`config.mk`:
```
export PLATFORM = sky130hd
export DESIGN_NAME = code_lock
export DESIGN_NICKNAME = d
export VERILOG_FILES = /design/src/rtl/code_lock.sv
export SDC_FILE = /design/constraint.sdc
export NUM_CORES = 1
export LEC_CHECK = 0
export ABC_AREA = 1
export CAP_MARGIN = 30
export CORE_ASPECT_RATIO = 1.5
export CORE_UTILIZATION = 44
export DETAILED_ROUTE_END_ITERATION = 16
export GPL_TIMING_DRIVEN = 0
export PLACE_DENSITY = 0.76
export SYNTH_ARGS = -nofsm -noshare
export SYNTH_HDL_FRONTEND = slang
export SYNTH_SLANG_ARGS = --single-unit
```
`constraint.sdc`:
```
create_clock -name clk -period 1.5 [get_ports clk]
set_input_delay 0.15 -clock clk [delete_from_list [all_inputs] [get_ports clk]]
set_output_delay 0.15 -clock clk [all_outputs]
set_load 0.03 [all_outputs]
```
`src/rtl/code_lock.sv`:
```
// code_lock: sequence-detecting lock with a run-time programmable code.
// Accepts CODE_LEN symbols per entry, raises `unlock` for HOLD_CYCLES on a
// match and pulses `fail` on a wrong entry. Partial entries are abandoned
// after ENTRY_TIMEOUT idle cycles (0 disables the timeout).
// Optional feature macro: CODE_LOCK_LOCKOUT_EN. When defined, MAX_FAIL
// consecutive wrong entries force a LOCKOUT period of LOCKOUT_CYCLES.
//
// Symbol handshake: a symbol is consumed on every rising edge where
// sym_valid is high and the lock is in LOCKED; there is no ready signal,
// symbols offered in UNLOCKED or LOCKOUT are dropped.
module code_lock #(
    parameter int SYM_W          = 2,
    parameter int CODE_LEN       = 4,
    parameter logic [CODE_LEN*SYM_W-1:0] DEFAULT_CODE = 8'hB4,
    parameter int HOLD_CYCLES    = 8,
    parameter int ENTRY_TIMEOUT  = 16,
    parameter int MAX_FAIL       = 3,
    parameter int LOCKOUT_CYCLES = 16
) (
    input  logic                      clk,
    input  logic                      reset,
    input  logic                      sym_valid,
    input  logic [SYM_W-1:0]          sym,
    input  logic                      relock,
    input  logic                      prog_en,
    input  logic [CODE_LEN*SYM_W-1:0] code_in,
    output logic                      unlock,
    output logic                      fail,
    output logic                      locked_out,
    output logic                      busy
);

    typedef enum logic [1:0] {
        ST_LOCKED   = 2'd0,
        ST_UNLOCKED = 2'd1,
        ST_LOCKOUT  = 2'd2
    } state_t;

    localparam int IDX_W   = (CODE_LEN > 1) ? $clog2(CODE_LEN) : 1;
    localparam int TMR_MAX = (HOLD_CYCLES > LOCKOUT_CYCLES) ? HOLD_CYCLES : LOCKOUT_CYCLES;
    localparam int TMR_W   = $clog2(TMR_MAX + 1);
    localparam int IDLE_W  = (ENTRY_TIMEOUT > 0) ? $clog2(ENTRY_TIMEOUT + 1) : 1;
    localparam logic [IDX_W-1:0]  LAST_IDX  = IDX_W'(CODE_LEN - 1);
    localparam logic [IDLE_W-1:0] IDLE_LAST = (ENTRY_TIMEOUT > 0) ? IDLE_W'(ENTRY_TIMEOUT - 1) : '0;

    // Reject nonsensical parameter sets at elaboration.
    if (SYM_W < 1 || CODE_LEN < 1 || HOLD_CYCLES < 1 || MAX_FAIL < 1 ||
        LOCKOUT_CYCLES < 1 || ENTRY_TIMEOUT < 0) begin : g_param_check
        $error("code_lock: illegal parameter value");
    end

    state_t                      state;
    logic [IDX_W-1:0]            idx;
    logic                        err;
    logic [TMR_W-1:0]            timer;
    logic [IDLE_W-1:0]           idle_cnt;
    logic [CODE_LEN*SYM_W-1:0]   code;
    logic [SYM_W-1:0]            code_sym;

`ifdef CODE_LOCK_LOCKOUT_EN
    localparam int FAIL_W = $clog2(MAX_FAIL + 1);
    localparam logic [FAIL_W-1:0] FAIL_LAST = FAIL_W'(MAX_FAIL - 1);
    logic [FAIL_W-1:0]           fail_cnt;
`endif

    // Expected symbol for the current entry position.
    assign code_sym = code[idx*SYM_W +: SYM_W];

    // Main lock FSM: entry tracking, hold/lockout timing, code programming.
    always_ff @(posedge clk) begin
        if (reset) begin
            state    <= ST_LOCKED;
            idx      <= '0;
            err      <= 1'b0;
            timer    <= '0;
            idle_cnt <= '0;
            code     <= DEFAULT_CODE;
            fail     <= 1'b0;
`ifdef CODE_LOCK_LOCKOUT_EN
            fail_cnt <= '0;
`endif
        end else begin
            fail <= 1'b0;
            case (state)
                ST_LOCKED: begin
                    if (sym_valid) begin
                        idle_cnt <= '0;
                        if (idx == LAST_IDX) begin
                            // Entry complete: decide only now, never mid-entry.
                            idx <= '0;
                            err <= 1'b0;
                            if (!err && (sym == code_sym)) begin
                                state <= ST_UNLOCKED;
                                timer <= TMR_W'(HOLD_CYCLES);
`ifdef CODE_LOCK_LOCKOUT_EN
                                fail_cnt <= '0;
`endif
                            end else begin
                                fail <= 1'b1;
`ifdef CODE_LOCK_LOCKOUT_EN
                                if (fail_cnt == FAIL_LAST) begin
                                    state    <= ST_LOCKOUT;
                                    timer    <= TMR_W'(LOCKOUT_CYCLES);
                                    fail_cnt <= '0;
                                end else begin
                                    fail_cnt <= fail_cnt + 1'b1;
                                end
`endif
                            end
                        end else begin
                            err <= err | (sym != code_sym);
                            idx <= idx + 1'b1;
                        end
                    end else if ((idx != '0) && (ENTRY_TIMEOUT != 0)) begin
                        // Abandon a stalled partial entry silently.
                        if (idle_cnt == IDLE_LAST) begin
                            idx      <= '0;
                            err      <= 1'b0;
                            idle_cnt <= '0;
                        end else begin
                            idle_cnt <= idle_cnt + 1'b1;
                        end
                    end
                end
                ST_UNLOCKED: begin
                    if (prog_en) begin
                        code  <= code_in;
                        state <= ST_LOCKED;
                        timer <= '0;
                    end else if (relock) begin
                        state <= ST_LOCKED;
                        timer <= '0;
                    end else if (timer <= TMR_W'(1)) begin
                        state <= ST_LOCKED;
                        timer <= '0;
                    end else begin
                        timer <= timer - 1'b1;
                    end
                end
`ifdef CODE_LOCK_LOCKOUT_EN
                ST_LOCKOUT: begin
                    if (timer <= TMR_W'(1)) begin
                        state <= ST_LOCKED;
                        idx   <= '0;
                        err   <= 1'b0;
                        timer <= '0;
                    end else begin
                        timer <= timer - 1'b1;
                    end
                end
`endif
                default: begin
                    state <= ST_LOCKED;
                    idx   <= '0;
                    err   <= 1'b0;
                    timer <= '0;
                end
            endcase
        end
    end

    assign unlock = (state == ST_UNLOCKED);
    assign busy   = (idx != '0);
`ifdef CODE_LOCK_LOCKOUT_EN
    assign locked_out = (state == ST_LOCKOUT);
`else
    assign locked_out = 1'b0;
`endif

endmodule

```
==> flow_summary.ini <==
[finish]
syn_to_final_growth_pct = 34.6
finalNetCount = 222
layout-drive-gt1-share = 0.224
layoutNonFillerInstCount = 238
antenna_cells = 0

[setup_path]
crit_required_ps = 1640
worst_r2r_startpoint = idle_cnt[0]
worst-path-max-fanout = 7
regToRegSetupSlack_ps = 30
crit_chain = clkdlybuf4s50_1 > inv_1 > nand2_1 > o211ai_1 > buf_4 > nand2_1 > a21oi_2
r2r-end = err
cpLargestDelayFamily = buffers and inverters
worstSetupEndpointType = flip-flop
startpoint_type = primary input
critical-path-max-stage-delay_ps = 680
number_of_cell_instances_on_the_worst_register_to_register_path = 7
worst_path_class_setup = in2reg
cpMostUsedCell = sky130_fd_sc_hd__nand2_1
timing.critical_path.buf_inv = 3
worstPathArrival_ps = 1610
crit_path_top_delay_cell = sky130_fd_sc_hd__clkdlybuf4s50_1

[power]
power_mw = 1.29
net-switching-power_mw = 0.351
pwr_density_cell_nw_per_um2 = 780
combinationalPowerShare = 0.213
power.switching_fraction = 0.272
max-vdd-ir-drop_v = 0.000568
static-leakage-power_nw = 0.777
p_int_mw = 0.937
clockPowerShare = 0.292
share_seq_of_total_power = 0.495

[job]
cap_violations = 0

[synth]
synthDistinctLibCells = 27
netlist_top_cells_area = sky130_fd_sc_hd__dfxtp_1 38%, sky130_fd_sc_hd__nand2_1 12%, sky130_fd_sc_hd__inv_1 8.0%
synth_seq_area_share = 0.376
postSynth.topFlopCell = sky130_fd_sc_hd__dfxtp_1
synth_edf_count = 0
synth_fp_nets = 194
postSynth.asyncResetShare = 0
avgSynthCellArea_um2 = 7.05
most_frequently_used_cell_type_in_the_post_synthesis_netlist = sky130_fd_sc_hd__nand2_1
syn_inst = 174
synth_top_cells_by_count = 40 x sky130_fd_sc_hd__nand2_1, 26 x sky130_fd_sc_hd__inv_1, 23 x sky130_fd_sc_hd__dfxtp_1
yosys.area.top_type_share = 0.376
synth-seq-cells = 23
synth_area_um2 = 1230
synth_area_leader_cell = sky130_fd_sc_hd__dfxtp_1
yosysWarnings = 0

[placed_design]
dp_hpwl_um = 2010
port_buffers = 16
pre_cts_ws_ps = -249
weighted_congestion_at_the_end_of_routability_driven_global_placement = 0.812
dp.cells = 227

[detailed_routing]
first_iter_violations = 15
via_count = 1218
avgViaCountPerCell = 5.12
remaining_drc_errors = 0
drt_first_pass_iters = 6
drt.antenna.violating_nets = 0
finalWirelength_um = 2820
route.detailed.wl_per_inst_um = 11.8

[floorplanning]
core_um2 = 2650
floorplan.die.height_um = 66.7
rows = 23
initial_core_util = 0.463
floorplan_die_width_um = 45.1
io_pins = 19
floorplan.die_area_um2 = 3010

[run_status]
status = completed

[clocking]
h-tree-depth = 1
clock-root-buffer = sky130_fd_sc_hd__clkbuf_8
cts_tree = yes
numClockSinks = 23
clkSlewWorstSetupHoldPaths_ps = 80
tritoncts.num_buffers = 3
cts_max_path_buffers = 2
insertion_delay_ps = 260
cts_hold_repair.buffers = 0

[timing]
count_of_final_setup_violators = 0
grt_setup_unrepaired = true
timing.final.hold_violations = 0
final_min_period_over_clock_period = 0.982
timing_max_transition_violations_final = 0
tns_ps = 0
maxClockFrequency_mhz = 679
period_needed_ps = 1470
layout_skew_ps = 2.18
layout_setup_ws_ps = 27.4

[min_path]
worst_hold_path.num_cells = 2
worst_min_delay_path_class = in2reg
timing.hold.worst.start = reset
min_to = err

[grt]
first_global_vias = 1148
grt_antenna_before_repair = 0
grt_overflow = 0
track_usage = 0.200
grt_max_degree = 13
grt_pass1_wl_um = 4560
==> routing by layer <==
layer	track usage	up-vias	wire length [µm]
li1	-	616	-
met1	0.188	576	1100
met2	0.406	22	1610
met3	0.0352	4	83
met4	0.0644	0	24
met5	0	-	0
==> layout by cell type (no fill, tap or decap), drive strengths merged, types with 3 or more instances in the layout <==
cell	n
dfxtp	23
o21ai	8
nand4	3
ha	5
xor2	3
clkbuf	6
nor2	17
a211oi	3
buf	8
nand3	24
clkdlybuf4s50	14
inv	27
a21oi	6
nand2	43
==> per-stage QoR <==
step,utilization,area [µm²],hold WS [ps]
finish,0.623,1650,301
global route,0.623,1650,331
CTS,0.591,1570,303
detailed placement,0.546,1450,452
global placement,0.546,1450,443
floorplan,-,1240,263
==> sequential cells by signal (all words and copies together) (netlist names) <==
signal / flops
idx: 2
state: 1
idle_cnt: 5
err: 1
fail: 1
timer: 5
code: 8
==> repair_timing <==
action | 4_1_cts | 5_1_grt
pin swaps | 4 | 13
gates resized for setup | 13 | 20
setup endpoints to repair | 8 | 10
setup buffers | 6 | 1
==> kinds of logic (layout without fill, tap and decap cells) <==
group / Yosys count / after routing / synth area share
adders and majority gates: 5 / 5 / 0.0510
other: 1 / 1 / 0.00306
DFF: 23 / 23 / 0.376
AOI/OAI and AO/OA: 20 / 20 / 0.0969
buffers and inverters: 30 / 57 / 0.0980
xor gates and xnor gates: 3 / 3 / 0.0214
and+or+nand+nor: 92 / 92 / 0.354
==> power groups by stage <==
stage / clock, mW / combinational, mW / sequential, mW
4_1_cts: 0.380 / 0.243 / 0.637
3_3_place_gp: 0 / 0.201 / 0.653
6_report: 0.376 / 0.274 / 0.637
3_5_place_dp: 0 / 0.209 / 0.654
2_1_floorplan: 0 / 0.137 / 0.651
5_1_grt: 0.410 / 0.297 / 0.640
==> worst max-delay path by stage <==
stage,to,slack [ps],depth (start not counted),start
final,err,30,7,sym_valid
after global routing,err,-20,7,idle_cnt[0]
after CTS,idle_cnt[1],20,8,idx[0]
after detailed placement,idle_cnt[1],-250,6,sym_valid
after global placement,idle_cnt[1],-220,6,sym_valid
after floorplan,idx[0],20,8,idx[0]
==> area by class of cell <==
type                    instances  area, µm²
well taps                      37       46.3
inverters                      27        111
flip-flops and latches         23        468
repair buffers                 23        214
clock buffers                   4       45.0
multi-input cells             121        747
plain buffers                   3       18.8
fillers                       253        997
No activity file was read; power rests on OpenSTA's default activity.
